File: config.mk
export PLATFORM = sky130hd
export DESIGN_NAME = collision_arbiter_flat
export DESIGN_NICKNAME = d
export VERILOG_FILES = /design/src/rtl/collision_arbiter_pkg.sv /design/src/rtl/collision_arbiter_if.sv /design/src/rtl/collision_arbiter_hit_latch.sv /design/src/rtl/collision_arbiter.sv /design/src/flat_wrapper.sv
export SDC_FILE = /design/constraint.sdc
export NUM_CORES = 1
export LEC_CHECK = 0
export ABC_AREA = 1
export BUFFER_PORTS_ARGS = -buffer_cell sky130_fd_sc_hd__buf_2
export CORE_UTILIZATION = 30
export CTS_BUF_LIST = sky130_fd_sc_hd__clkbuf_4 sky130_fd_sc_hd__clkbuf_8 sky130_fd_sc_hd__clkbuf_16
export DETAILED_ROUTE_END_ITERATION = 10
export PLACE_DENSITY = 0.5
export RECOVER_POWER = 100
export SETUP_SLACK_MARGIN = 0.05
export SLEW_MARGIN = 5
export SYNTH_ARGS = -nofsm -noshare
export SYNTH_HDL_FRONTEND = slang
export SYNTH_HIERARCHICAL = 1
export SYNTH_SLANG_ARGS = --single-unit
File: constraint.sdc
create_clock -name clk -period 2.2 [get_ports clk]
set_clock_uncertainty 0.15 [all_clocks]
set_input_delay 0.22 -clock clk [delete_from_list [all_inputs] [get_ports clk]]
set_output_delay 0.22 -clock clk [all_outputs]
set_load 0.05 [all_outputs]
File: src/rtl/collision_arbiter_pkg.sv
// Shared types, defaults and helpers for the collision arbiter slice.
package collision_pkg;

  typedef enum logic {
    MODE_IMMEDIATE = 1'b0,
    MODE_FRAME     = 1'b1
  } mode_t;

  localparam int DEF_N_SHOTS    = 3;
  localparam int DEF_N_ENEMIES  = 4;
  localparam int DEF_CNT_W      = 8;
  localparam int DEF_FRAME_MODE = 0;

  // Vectors wider than 32 bits are not supported by callers.
  function automatic int unsigned popcount(input logic [31:0] v);
    int unsigned n;
    n = 0;
    for (int i = 0; i < 32; i++) n = n + {31'd0, v[i]};
    return n;
  endfunction

endpackage

File: src/rtl/collision_arbiter_if.sv
// Drawing-request inputs and collision/score outputs between painters and game logic.
interface collision_arbiter_if #(
  parameter int N_SHOTS   = 3,
  parameter int N_ENEMIES = 4,
  parameter int CNT_W     = 8
);
  logic                 startOfFrame;
  logic                 drawing_request_Ball;
  logic                 drawing_request_tower;
  logic                 drawing_request_enemy_HU;
  logic [N_ENEMIES-1:0] drawing_request_enemy;
  logic [N_SHOTS-1:0]   drawing_request_shot;
  logic                 score_clear;
  logic [N_SHOTS-1:0]   ShotBoxCollision;
  logic [N_SHOTS-1:0]   ShotEnemyCollision;
  logic [N_ENEMIES-1:0] EnemyHitCollision;
  logic                 TowerEnemyHUCollision;
  logic                 towerPlayerCollision;
  logic [CNT_W-1:0]     hit_count;

  modport master (
    output startOfFrame, drawing_request_Ball, drawing_request_tower,
           drawing_request_enemy_HU, drawing_request_enemy, drawing_request_shot, score_clear,
    input  ShotBoxCollision, ShotEnemyCollision, EnemyHitCollision,
           TowerEnemyHUCollision, towerPlayerCollision, hit_count
  );

  modport slave (
    input  startOfFrame, drawing_request_Ball, drawing_request_tower,
           drawing_request_enemy_HU, drawing_request_enemy, drawing_request_shot, score_clear,
    output ShotBoxCollision, ShotEnemyCollision, EnemyHitCollision,
           TowerEnemyHUCollision, towerPlayerCollision, hit_count
  );
endinterface

File: src/rtl/collision_arbiter_hit_latch.sv
// Per-pair sticky "seen this frame" flag and one-cycle registered hit pulse.
module hit_latch
  import collision_pkg::*;
(
  input  logic  clk,
  input  logic  resetN,
  input  logic  startOfFrame,
  input  logic  hit,
  input  mode_t mode,
  output logic  pulse
);

  logic seen;

  // A hit coincident with startOfFrame belongs to the new frame.
  always_ff @(posedge clk or negedge resetN) begin
    if (!resetN) begin
      seen  <= 1'b0;
      pulse <= 1'b0;
    end else begin
      seen <= startOfFrame ? hit : (seen | hit);
      if (mode == MODE_FRAME) pulse <= startOfFrame & seen;
      else                    pulse <= hit & (startOfFrame | ~seen);
    end
  end

endmodule

File: src/rtl/collision_arbiter.sv
// Pixel-overlap collision detection with one pulse per pair per frame and a saturating hit score.
module collision_arbiter
  import collision_pkg::*;
#(
  parameter int N_SHOTS    = DEF_N_SHOTS,
  parameter int N_ENEMIES  = DEF_N_ENEMIES,
  parameter int CNT_W      = DEF_CNT_W,
  parameter int FRAME_MODE = DEF_FRAME_MODE
) (
  input logic               clk,
  input logic               resetN,
  collision_arbiter_if.slave bus
);

  localparam mode_t       MODE    = (FRAME_MODE != 0) ? MODE_FRAME : MODE_IMMEDIATE;
  localparam int unsigned CNT_MAX = (32'd1 << CNT_W) - 32'd1;

  function automatic logic [CNT_W-1:0] sat_add(input logic [CNT_W-1:0] a, input int unsigned inc);
    int unsigned sum;
    sum = 32'(a) + inc;
    if (sum > CNT_MAX) return CNT_W'(CNT_MAX);
    return CNT_W'(sum);
  endfunction

  logic [N_SHOTS-1:0]   raw_shot_tower, raw_shot_enemy;
  logic [N_SHOTS-1:0]   shot_tower_pls, shot_enemy_pls;
  logic [N_ENEMIES-1:0] raw_enemy_hit, enemy_hit_pls;
  logic                 raw_hu_tower, raw_ball_tower;
  logic                 hu_tower_pls, ball_tower_pls;
  logic [CNT_W-1:0]     hit_count_q;

  assign raw_shot_tower = bus.drawing_request_shot & {N_SHOTS{bus.drawing_request_tower}};
  assign raw_shot_enemy = bus.drawing_request_shot & {N_SHOTS{|bus.drawing_request_enemy}};
  assign raw_enemy_hit  = bus.drawing_request_enemy & {N_ENEMIES{|bus.drawing_request_shot}};
  assign raw_hu_tower   = bus.drawing_request_enemy_HU & bus.drawing_request_tower;
  assign raw_ball_tower = bus.drawing_request_Ball & bus.drawing_request_tower;

  for (genvar i = 0; i < N_SHOTS; i++) begin : g_shot
    hit_latch u_shot_tower (
      .clk(clk), .resetN(resetN), .startOfFrame(bus.startOfFrame),
      .hit(raw_shot_tower[i]), .mode(MODE), .pulse(shot_tower_pls[i])
    );
    hit_latch u_shot_enemy (
      .clk(clk), .resetN(resetN), .startOfFrame(bus.startOfFrame),
      .hit(raw_shot_enemy[i]), .mode(MODE), .pulse(shot_enemy_pls[i])
    );
  end

  for (genvar j = 0; j < N_ENEMIES; j++) begin : g_enemy
    hit_latch u_enemy_hit (
      .clk(clk), .resetN(resetN), .startOfFrame(bus.startOfFrame),
      .hit(raw_enemy_hit[j]), .mode(MODE), .pulse(enemy_hit_pls[j])
    );
  end

  hit_latch u_hu_tower (
    .clk(clk), .resetN(resetN), .startOfFrame(bus.startOfFrame),
    .hit(raw_hu_tower), .mode(MODE), .pulse(hu_tower_pls)
  );

  hit_latch u_ball_tower (
    .clk(clk), .resetN(resetN), .startOfFrame(bus.startOfFrame),
    .hit(raw_ball_tower), .mode(MODE), .pulse(ball_tower_pls)
  );

  // Score counts the registered pulses, so it trails them by one clock; clear beats increment.
  always_ff @(posedge clk or negedge resetN) begin
    if (!resetN)              hit_count_q <= '0;
    else if (bus.score_clear) hit_count_q <= '0;
    else                      hit_count_q <= sat_add(hit_count_q, popcount(32'(shot_enemy_pls)));
  end

  assign bus.ShotBoxCollision      = shot_tower_pls;
  assign bus.ShotEnemyCollision    = shot_enemy_pls;
  assign bus.EnemyHitCollision     = enemy_hit_pls;
  assign bus.TowerEnemyHUCollision = hu_tower_pls;
  assign bus.towerPlayerCollision  = ball_tower_pls;
  assign bus.hit_count             = hit_count_q;

endmodule

File: src/flat_wrapper.sv
// flat-port wrapper written by rule: the top's interface ports become plain ports
module collision_arbiter_flat import collision_pkg::*;
#(
  parameter int N_SHOTS    = DEF_N_SHOTS,
  parameter int N_ENEMIES  = DEF_N_ENEMIES,
  parameter int CNT_W      = DEF_CNT_W,
  parameter int FRAME_MODE = DEF_FRAME_MODE
)
  (clk, resetN, bus_startOfFrame, bus_drawing_request_Ball, bus_drawing_request_tower, bus_drawing_request_enemy_HU, bus_drawing_request_enemy, bus_drawing_request_shot, bus_score_clear, bus_ShotBoxCollision, bus_ShotEnemyCollision, bus_EnemyHitCollision, bus_TowerEnemyHUCollision, bus_towerPlayerCollision, bus_hit_count);
  collision_arbiter_if #(.N_SHOTS(N_SHOTS), .N_ENEMIES(N_ENEMIES), .CNT_W(CNT_W)) bus_i ();
  input logic clk;
  input logic resetN;
  input wire logic [$bits(bus_i.startOfFrame)-1:0] bus_startOfFrame;
  input wire logic [$bits(bus_i.drawing_request_Ball)-1:0] bus_drawing_request_Ball;
  input wire logic [$bits(bus_i.drawing_request_tower)-1:0] bus_drawing_request_tower;
  input wire logic [$bits(bus_i.drawing_request_enemy_HU)-1:0] bus_drawing_request_enemy_HU;
  input wire logic [$bits(bus_i.drawing_request_enemy)-1:0] bus_drawing_request_enemy;
  input wire logic [$bits(bus_i.drawing_request_shot)-1:0] bus_drawing_request_shot;
  input wire logic [$bits(bus_i.score_clear)-1:0] bus_score_clear;
  output wire logic [$bits(bus_i.ShotBoxCollision)-1:0] bus_ShotBoxCollision;
  output wire logic [$bits(bus_i.ShotEnemyCollision)-1:0] bus_ShotEnemyCollision;
  output wire logic [$bits(bus_i.EnemyHitCollision)-1:0] bus_EnemyHitCollision;
  output wire logic [$bits(bus_i.TowerEnemyHUCollision)-1:0] bus_TowerEnemyHUCollision;
  output wire logic [$bits(bus_i.towerPlayerCollision)-1:0] bus_towerPlayerCollision;
  output wire logic [$bits(bus_i.hit_count)-1:0] bus_hit_count;
  assign bus_i.startOfFrame = bus_startOfFrame;
  assign bus_i.drawing_request_Ball = bus_drawing_request_Ball;
  assign bus_i.drawing_request_tower = bus_drawing_request_tower;
  assign bus_i.drawing_request_enemy_HU = bus_drawing_request_enemy_HU;
  assign bus_i.drawing_request_enemy = bus_drawing_request_enemy;
  assign bus_i.drawing_request_shot = bus_drawing_request_shot;
  assign bus_i.score_clear = bus_score_clear;
  assign bus_ShotBoxCollision = bus_i.ShotBoxCollision;
  assign bus_ShotEnemyCollision = bus_i.ShotEnemyCollision;
  assign bus_EnemyHitCollision = bus_i.EnemyHitCollision;
  assign bus_TowerEnemyHUCollision = bus_i.TowerEnemyHUCollision;
  assign bus_towerPlayerCollision = bus_i.towerPlayerCollision;
  assign bus_hit_count = bus_i.hit_count;
  collision_arbiter #(.N_SHOTS(N_SHOTS), .N_ENEMIES(N_ENEMIES), .CNT_W(CNT_W), .FRAME_MODE(FRAME_MODE)) u_core (.clk(clk), .resetN(resetN), .bus(bus_i));
endmodule
== After elaboration in Yosys (flattened, before gate mapping) ==
Index checks and enable logic that the tools add are counted.

* Bits in registers: 32
* Output and inout port bits: 20

* Add/sub/neg operators: 3
* $lt $le $gt $ge: 1
* Muxes and demuxes: 17
* Bitwise operators: 53
* Reduce and logical (&&, ||, !) cells: 2

{| class="wikitable"
|+ Operators by type and width
! kind !! number
|-
| adder 32 x 1 -> 32 bit || 1
|-
| adder 8 x 32 -> 32 bit || 1
|-
| greater-than comparator 32 x 8 -> 1 bit (second input constant) || 1
|-
| two-way mux 8 bit || 3
|-
| OR 1 bit || 24
|-
| bitwise AND 1 bit || 14
|-
| two-way mux 1 bit || 14
|-
| NOT 1 bit || 12
|-
| bitwise AND 3 bit || 2
|-
| bitwise AND 4 bit || 1
|-
| OR reduction 4 bit || 1
|-
| OR reduction 3 bit || 1
|-
| adder 1 x 1 -> 2 bit || 1
|}

== Logic depth before layout (Yosys ltp) ==
Gate-level depths: netlist (run 1).

* Depth in word-level cells: 8
* Mapped depth: 11

== Cells and area by module ==
The synthesis (run 1) kept the hierarchy.

{| class="wikitable"
|+ Modules (own cells, without submodules)
! module !! times used !! cells each !! area each (um^2) !! seq. area each (um^2)
|-
| hit_latch || 12 || 11 || 86.3 || 50.0
|-
| collision_arbiter || 1 || 90 || 600.6 || 200.2
|}

== Worst setup path before layout (run 1) ==
No wires, ideal clock.

* Path type: register -> register
* Start point: register u_core.g_shot[0].u_shot_enemy.pulse
* End point: register u_core.hit_count_q[5], in the netlist u_core/bus.hit_count[5]
* Setup time: 63 ps
* Arrival time: 2322 ps
* Data required time: 1987 ps
* Path slack: -335 ps
* Stages on the path, launching flop included: 12
* Path buffers: 0
* Clock period less this slack: 2535 ps
* Cell sequence: dfrtp_1 > fa_1 > ha_1 > inv_1 > fa_1 > inv_1 > nand2_1 > nor2_2 > nand3_2 > nand3_1 > nand2_1 > inv_1

* Word-level cells in the longest chain between the ends: 8

{| class="wikitable"
|+ Ends and longest elaborated chain
! element !! RTL line !! text
|-
| from (decl) || collision_arbiter_hit_latch.sv:10 || <nowiki>output logic pulse</nowiki>
|-
| from (signal assigned) || collision_arbiter_hit_latch.sv:22 || <nowiki>if (mode == MODE_FRAME) pulse <= startOfFrame & seen;</nowiki>
|-
| from (signal assigned) || collision_arbiter_hit_latch.sv:23 || <nowiki>else pulse <= hit & (startOfFrame | ~seen);</nowiki>
|-
| adder 1 x 1 -> 2 bit (*) || collision_arbiter_pkg.sv:18 || <nowiki>for (int i = 0; i < 32; i++) n = n + {31'd0, v[i]};</nowiki>
|-
| adder 32 x 1 -> 32 bit (*) || collision_arbiter_pkg.sv:18 ||
|-
| adder 8 x 32 -> 32 bit (*) || collision_arbiter.sv:20 || <nowiki>sum = 32'(a) + inc;</nowiki>
|-
| greater-than comparator 32 x 8 -> 1 bit || collision_arbiter.sv:21 || <nowiki>if (sum > CNT_MAX) return CNT_W'(CNT_MAX);</nowiki>
|-
| two-way mux 1 bit || collision_arbiter.sv:21 ||
|-
| two-way mux 1 bit || collision_arbiter.sv:69 || <nowiki>else if (bus.score_clear) hit_count_q <= '0;</nowiki>
|-
| two-way mux 8 bit (*) || collision_arbiter.sv:22 || <nowiki>return CNT_W'(sum);</nowiki>
|-
| two-way mux 8 bit (*) || collision_arbiter.sv:69 ||
|-
| to (signal assigned) || collision_arbiter.sv:70 || <nowiki>else hit_count_q <= sat_add(hit_count_q, popcount(32'(shot_enemy_pls)));</nowiki>
|-
| to (decl) || collision_arbiter.sv:30 || <nowiki>logic [CNT_W-1:0] hit_count_q;</nowiki>
|}

Every way passes the cells marked *; elsewhere a longest branch is shown, timed or not. The select of a mux whose other input is x is not followed.

== Worst setup path after layout (run 1) ==
* Start point: register u_core.g_shot[1].u_shot_enemy.pulse
* End point: register u_core.hit_count_q[6], in the netlist u_core/bus.hit_count[6]

* Word-level cells in the longest chain between the ends: 8

{| class="wikitable"
|+ Ends and longest elaborated chain
! element !! RTL line
|-
| from (decl) || collision_arbiter_hit_latch.sv:10
|-
| from (signal assigned) || collision_arbiter_hit_latch.sv:22
|-
| from (signal assigned) || collision_arbiter_hit_latch.sv:23
|-
| adder 1 x 1 -> 2 bit (*) || collision_arbiter_pkg.sv:18
|-
| adder 32 x 1 -> 32 bit (*) || collision_arbiter_pkg.sv:18
|-
| adder 8 x 32 -> 32 bit (*) || collision_arbiter.sv:20
|-
| greater-than comparator 32 x 8 -> 1 bit || collision_arbiter.sv:21
|-
| two-way mux 1 bit || collision_arbiter.sv:21
|-
| two-way mux 1 bit || collision_arbiter.sv:69
|-
| two-way mux 8 bit (*) || collision_arbiter.sv:22
|-
| two-way mux 8 bit (*) || collision_arbiter.sv:69
|}

Marks and branches as above.

==> results of run 1 <==
## placed cells by master (no fill, tap or decap), types with 5 or more instances in the layout
cell type,n
clkbuf_8,5
clkbuf_1,20
nor2_2,12
nand3_1,5
inv_1,60
nor2_1,23
dfrtp_1,29
conb_1,12
nand2_1,66
buf_2,12
## layout make-up
cell class	count	area, um2
fillers	541	3130
flip-flops and latches	32	805
inverters	62	233
multi-input cells	139	678
well taps	70	87.6
clock buffers	6	76.3
repair buffers	36	165
## timing repair
item                                    CTS  global route
hold buffers                              1             0
buffers inserted                          1             0
hold endpoints to repair                 32             0
gates resized for setup                   5             1
pin swaps                                 4             2
endpoints found under the setup margin    8             8
## registers in the layout, indices dropped and copies added (netlist names)
name	flops
u_core/u_hu_tower/seen	1
u_core/u_ball_tower/seen	1
u_core/u_ball_tower/pulse	1
u_core/g_shot.u_shot_tower/seen	3
u_core/g_enemy.u_enemy_hit/pulse	4
u_core/g_shot.u_shot_enemy/seen	3
u_core/g_shot.u_shot_tower/pulse	3
u_core/bus.hit_count	8
u_core/g_enemy.u_enemy_hit/seen	4
u_core/u_hu_tower/pulse	1
u_core/g_shot.u_shot_enemy/pulse	3
## path summary, 6_finish.rpt
path | endpoint | slack (ns) | cells past startpoint
setup reg to reg | u_core/bus.hit_count[6] | -0.06 | 9
min in group asynchronous | u_core/u_ball_tower/pulse | 0.42 | 2
max in group asynchronous | u_core/bus.hit_count[0] | 0.91 | 2
hold / removal | u_core/bus.hit_count[2] | 0.01 | 2
hold reg to reg | u_core/g_shot[0].u_shot_enemy/seen | 0.35 | 2
setup / recovery | u_core/bus.hit_count[6] | -0.06 | 9
## cells by family (layout without fill, tap and decap cells)
logic type,after synthesis,in the layout
buffers and inverters,62,104
AOI/OAI and AO/OA,6,6
other,1,12
xor gates and xnor gates,1,1
and+or+nand+nor,116,116
adders and majority gates,4,4
DFF,32,32
## per-layer routing
layer	vias up	part of all wire, %	wire length (um)	global-route usage [%]
li1	725	-	-	-
met1	579	48	1460	15.3
met4	0	2.0	62	5.56
met5	-	0	0	0
met2	38	43	1330	21.2
met3	7	6.7	207	4.10
## where the power goes
group	internal, mW	leakage (nW)	switching, mW
registers	0.654	0.391	0.0446
clock network	0.223	0.0406	0.199
logic	0.138	0.721	0.338
==> flow_summary.ini, run 1 <==
[pwr]
leakage_nw = 1.15
vdd_ir_drop_max_uv = 295
powerDensity_mw_per_mm2 = 781
power.total_mw = 1.60

[routing]
num_vias = 1349
wl_per_cell_um = 8.89
drc = 0
firstDrtPassIters = 4
drt_iter0_drc = 41
ant_nets = 0
routed_wl_um = 3070
via_per_inst = 3.91

[grt]
overflow = 0
antenna_found_initial = 0
groute.usage.overall_pct = 12.8
first_global_vias = 1327
grt_pass1_wl_um = 5440
grt_max_degree = 33

[synthesis]
synth_edf_count = 0
avgSynthCellArea_um2 = 7.37
synth_top_cells_by_count = 67 x nand2_1, 62 x inv_1, 32 x dfrtp_1, 23 x nor2_1, 13 x nor2_2
synth_simple_gate_area_share_pct = 30.1
synth_top_family_by_area = simple AND/OR/NAND/NOR gates
synth_top_cell_by_area = dfrtp_1
synth_area_leaders = dfrtp_1 49%, nand2_1 15%, inv_1 14%, nor2_1 5.3%, nor2_2 5.0%
syn_inst = 222
yosysWarningCount = 6
ys_ff_latch = 32
async_reset_ff_share_pct = 100
syn_area_mm2 = 0.00164
synth_fa_ha_area_share_pct = 3.98
synth_mux_area_share_pct = 0
synthXorXnorAreaFrac_pct = 0.535
synth_most_common_cell = nand2_1
synth_compound_area_share_pct = 1.99
seq_area_frac_synth_pct = 48.9
yosysUniqueCellTypes = 18
yosys.area.top_type_share_pct = 48.9
synthFlopType = dfrtp_1

[critical_path]
path_class = reg2reg
reg2reg_from = u_core/g_shot[1].u_shot_enemy/pulse
slowest_delay_ns = 0.54
required_ns = 2.26
crit_start = u_core/g_shot[1].u_shot_enemy/pulse
end_kind = flop
cp_top_family = adder cells
cp_slowest_cell = fa_1
critPathArrivalTime_ns = 2.32
critPathBufInv = 2
critPathMaxFanout = 4
start_kind = flop
path_cells = fa_1 > ha_2 > inv_2 > fa_2 > inv_2 > nand4_1 > nor2_1 > o21ai_1 > nor2_1

[cts]
cts_max_path_buffers = 2
cts_buffers = 5
clk_pin_slew_ns = 0.06
clkLatencyLatePin_ns = 0.28
cts-root-buf = clkbuf_8
cts_tree = done
cts_sinks = 32
htree_levels = 2

[timing]
timing.fmax_mhz = 443
min_period_over_period_pct = 103
period_minus_slack_ns = 2.26
setup_viol = 7
max-slew-margin-rel_pct = 45.6
final.hold.worst_slack_ns = 0.0120
setup_tns_ns = -0.273
rsz0062_at_grt = true
worstMarginPinSlew_ns = 0.816
slew_viol_final = 0
final_hold_viol_count = 0
setup_slack_ns = -0.0589

[placement]
io_buffers = 33
hpwl_um = 2240
dp.cells = 337
place.gp.congestion = 0.789
placed_area_mm2 = 0.00195
post-place-ws_ns = -0.128

[final_layout]
final_layout_size_suffix_gt1_share_pct = 17.1
nNetsFinal = 294
postLayoutCellArea_mm2 = 0.00204
synthToLayoutAreaGrowth_pct = 24.9
final_cells = 345
antenna_cells = 0
utilization_pct = 39.5

[floorplanning]
std_cell_rows = 26
die-area_mm2 = 0.00575
initial_core_util_pct = 31.6
ios = 34
die-width_um = 75.9
core_area_mm2 = 0.00517
die_h_um = 75.9

[run]
max-cap-violations = 0

[run_status]
violations = negative setup slack
status = finished, violations left

[worst_hold_path]
hold_class = in2reg
hold_path_startpoint = bus_score_clear
(Power assumes the default switching activity.)
==> inputs of run 2 (changes only) <==
Settings changed: PLACE_DENSITY 0.5 to not set.
==> flow_summary.ini, run 2 (synthesized netlist as in run 1, its figures left out) <==
[pwr]
power.internal_mw = 1.16
powerDensity_mw_per_mm2 = 837
vdd_ir_drop_max_uv = 347
power.total_mw = 1.76
switchingPower_uw = 601
power_frac_seq_pct = 39.8
power_frac_comb_pct = 28.5
leakage_nw = 1.19
pwr-share-clk_pct = 31.7
swShare_pct = 34.1

[placement]
hpwl_um = 2230
io_buffers = 33
post-place-ws_ns = -0.104
dp.cells = 339
place.gp.congestion = 0.818

[timing]
timing.fmax_mhz = 437
rsz0062_at_grt = true
min_period_over_period_pct = 104
final.hold.worst_slack_ns = 0.0321
slew_viol_final = 0
setup_viol = 8
final_hold_viol_count = 0
period_minus_slack_ns = 2.29
max-slew-margin-rel_pct = 46.3
worstMarginPinSlew_ns = 0.806
setup_slack_ns = -0.0887

[critical_path]
path_class = reg2reg
required_ns = 2.27
critPathArrivalTime_ns = 2.36
crit_top_cell = inv_2
path_cells = fa_1 > ha_2 > inv_2 > fa_2 > inv_2 > nand2_4 > nor2_4 > nand3_4 > nand3_1 > nand2_1 > inv_1
end_kind = flop
critPathMaxFanout = 6
start_kind = flop
slowest_delay_ns = 0.54
cp_slowest_cell = fa_1

[final_layout]
nNetsFinal = 297
mostFrequentLayoutCells = 66 x nand2_1, 60 x inv_1, 29 x dfrtp_1
final_cells = 350
final_layout_size_suffix_gt1_share_pct = 18.9
synthToLayoutAreaGrowth_pct = 28.7
largest_reg_flops = 8
final_common_cell = nand2_1
antenna_cells = 0

[cts]
cts_sinks = 32
clkLatencyLatePin_ns = 0.28
cts_tree = done
htree_levels = 2
clk_pin_slew_ns = 0.06
cts-root-buf = clkbuf_8
cts_max_path_buffers = 2
cts_buffers = 5

[floorplanning]
std_cell_rows = 26
die-width_um = 75.9
ios = 34
initial_core_util_pct = 31.6
die-area_mm2 = 0.00575
core_area_mm2 = 0.00517
die_h_um = 75.9

[routing]
via_per_inst = 3.98
ant_nets = 0
drc = 0
wl_per_cell_um = 8.78
routed_wl_um = 3070
drt_iter0_drc = 40
firstDrtPassIters = 4
num_vias = 1394

[grt]
antenna_found_initial = 0
grt_max_degree = 33
overflow = 0
first_global_vias = 1275
grt_pass1_wl_um = 5210
groute.usage.overall_pct = 12.3

[worst_hold_path]
hold_class = in2reg

[run_status]
violations = negative setup slack
status = finished, violations left

[run]
max-cap-violations = 0
-- run 2: path summary, 6_finish.rpt --
check / endpoint / cells after the start / slack [ns] / startpoint
setup / recovery: u_core/bus.hit_count[3] / 11 / -0.09 / u_core/g_shot[1].u_shot_enemy/pulse
hold / removal: u_core/bus.hit_count[0] / 2 / 0.03 / bus_score_clear
setup reg to reg: u_core/bus.hit_count[3] / 11 / -0.09 / u_core/g_shot[1].u_shot_enemy/pulse
hold reg to reg: u_core/g_shot[2].u_shot_enemy/seen / 2 / 0.34 / u_core/g_shot[2].u_shot_enemy/seen
max in group asynchronous: u_core/g_shot[0].u_shot_enemy/pulse / 2 / 0.93 / resetN
min in group asynchronous: u_core/g_enemy[2].u_enemy_hit/pulse / 2 / 0.41 / resetN
-- run 2: routing by layer --
layer | up-vias | global-route usage (%) | wire [um]
met2 | 35 | 20.6 | 1380
met3 | 4 | 3.57 | 202
li1 | 736 | - | -
met5 | - | 0 | 0
met4 | 0 | 5.56 | 37
met1 | 619 | 14.8 | 1460
-- run 2: power by group through the flow --
stage	Combinational (mW)	Clock, mW	Sequential (mW)
6_report	0.502	0.559	0.701
2_1_floorplan	0.186	0	0.865
5_1_grt	0.558	0.603	0.711
3_3_place_gp	0.477	0	0.710
3_5_place_dp	0.477	0	0.710
4_1_cts	0.502	0.586	0.699
-- run 2: metrics by stage --
stage / utilization, % / cell area (um2) / setup TNS, ns
after floorplan: - / 1690 / -1.21
final: 40.7 / 2110 / -0.478
after detailed placement: 38.0 / 1960 / -0.581
after global routing: 40.7 / 2110 / -1.30
after CTS: 40.9 / 2110 / -0.410
after global placement: 38.0 / 1960 / -0.226
-- run 2: layout make-up --
| class | instances | area (um2) |
|---|---|---|
| fillers | 571 | 3070 |
| flip-flops and latches | 32 | 805 |
| multi-input cells | 139 | 681 |
| inverters | 62 | 233 |
| repair buffers | 39 | 189 |
| well taps | 70 | 87.6 |
| clock buffers | 6 | 76.3 |
| clock inverters | 2 | 35.0 |
-- run 2: worst max-delay path, delay by kind of cell (launching register included) --
kind	cells	cell delay, ns
adder cells (fa/ha/maj)	3	1.06
AND/OR/NAND/NOR	5	0.45
flip-flops	1	0.41
buffers and inverters	3	0.16
-- run 2: repair_timing --
item / 4_1_cts / 5_1_grt
pin swaps: 2 / 3
hold endpoints to repair: 32 / 0
hold buffers: 1 / 0
resized for setup: 4 / 2
buffers inserted: 1 / 1
setup endpoints to repair: 8 / 8
==> inputs of run 3 (changes only) <==
Settings changed: SKIP_CTS_REPAIR_TIMING set to 1.
Clock period 2.2 ns to 1.96 ns, I/O delays scaled along.
==> flow_summary.ini, run 3 (synthesized netlist as in run 1, its figures left out) <==
[pwr]
power.total_mw = 1.98
leakage_nw = 1.20
vdd_ir_drop_max_uv = 373
powerDensity_mw_per_mm2 = 928

[timing]
max-slew-margin-rel_pct = 38.4
period_minus_slack_ns = 2.31
worstMarginPinSlew_ns = 0.925
rsz0062_at_grt = true
min_period_over_period_pct = 118
slew_viol_final = 0
setup_slack_ns = -0.350
setup_tns_ns = -2.37
setup_viol = 8
timing.fmax_mhz = 433
final_hold_viol_count = 0

[grt]
groute.usage.overall_pct = 12.7
first_global_vias = 1289
overflow = 0
antenna_found_initial = 0
grt_pass1_wl_um = 5420
grt_max_degree = 18

[critical_path]
end_kind = flop
start_kind = flop
critPathMaxFanout = 4
path_class = reg2reg
critPathArrivalTime_ns = 2.32
required_ns = 1.97

[cts]
cts_buffers = 5
htree_levels = 2
clkLatencyLatePin_ns = 0.28
clk_pin_slew_ns = 0.07
cts_tree = done
cts-root-buf = clkbuf_8
cts_max_path_buffers = 2
cts_sinks = 32

[floorplanning]
die-area_mm2 = 0.00575
die-width_um = 75.9
core_area_mm2 = 0.00517
initial_core_util_pct = 31.6
ios = 34
die_h_um = 75.9
std_cell_rows = 26

[routing]
routed_wl_um = 3130
wl_per_cell_um = 8.83
drt_iter0_drc = 30
firstDrtPassIters = 4
ant_nets = 0
via_per_inst = 3.90
num_vias = 1382
drc = 0

[placement]
dp.cells = 341
hpwl_um = 2350
post-place-ws_ns = -0.335
place.gp.congestion = 0.827
io_buffers = 33

[final_layout]
synthToLayoutAreaGrowth_pct = 30.2
antenna_cells = 0
utilization_pct = 41.2
final_cells = 354
final_layout_size_suffix_gt1_share_pct = 19.4
final_common_cell = nand2_1
largest_reg_flops = 8
fillCellCount = 552
mostFrequentLayoutCells = 66 x nand2_1, 60 x inv_1, 29 x dfrtp_1
nNetsFinal = 301

[run_status]
violations = negative setup slack
status = finished, violations left

[worst_hold_path]
hold_class = in2reg

[run]
max-cap-violations = 0
[run 3: changes by cell type in the layout (fill, tap and decap cells not counted), moves of 2 or more]
cell / previous run / this run
a21oi_1: 1 / 3
nand3_1: 7 / 5
a21oi_2: 3 / 1
clkbuf_1: 19 / 21
nand3_2: 0 / 2
[run 3: cell type report]
| class | count | area (um2) | share of cell area (%) |
|---|---|---|---|
| Timing Repair Buffer | 43 | 214 | 10.0 |
| Multi-Input combinational cell | 139 | 681 | 31.9 |
| Clock inverter | 2 | 35.0 | 1.64 |
| Sequential cell | 32 | 805 | 37.8 |
| Inverter | 62 | 233 | 10.9 |
| Clock buffer | 6 | 76.3 | 3.58 |
| Tap cell | 70 | 87.6 | 4.11 |
[run 3: power breakdown]
part,leakage [nW],total [mW],internal [mW],switching [mW]
combinational,0.750,0.562,0.181,0.381
sequential,0.391,0.785,0.734,0.0509
clock,0.0586,0.629,0.391,0.238
total,1.20,1.98,1.31,0.670
[run 3: routing by layer]
metal  global-route usage (%)  part of all wire (%)  up-vias
li1                         -                     -      740
met1                     15.1                    47      612
met2                     20.9                    47       28
met3                     4.63                   5.9        2
met4                     5.14                  0.67        0
met5                        0                     0        -
[run 3: final timing paths]
kind	from	end	slack [ns]	cells after the start
worst max-delay path	u_core/g_shot[1].u_shot_enemy/pulse	u_core/bus.hit_count[4]	-0.35	9
max in group asynchronous	resetN	u_core/g_enemy[3].u_enemy_hit/seen	0.38	3
min in group asynchronous	resetN	u_core/g_enemy[0].u_enemy_hit/seen	0.41	2
worst max register to register	u_core/g_shot[1].u_shot_enemy/pulse	u_core/bus.hit_count[4]	-0.35	9
worst min register to register	u_core/g_shot[2].u_shot_enemy/seen	u_core/g_shot[2].u_shot_enemy/seen	0.35	2
worst min-delay path	bus_drawing_request_Ball	u_core/u_ball_tower/seen	0.04	5
[run 3: stage by stage]
stage / area [um2] / hold WS, ns
floorplan: 1690 / -0.250
global placement: 1980 / -0.000949
detailed placement: 1980 / -0.00270
CTS: 2090 / -0.311
global route: 2130 / 0.0646
finish: 2130 / 0.0432
[run 3: critical path: stages (launching register included)]
cell     delay [ns]
dfrtp_2        0.41
fa_1           0.54
ha_2           0.18
inv_2          0.04
fa_2           0.34
inv_2          0.07
nand4_1        0.16
buf_4          0.19
nand2_1        0.06
a21oi_1        0.05
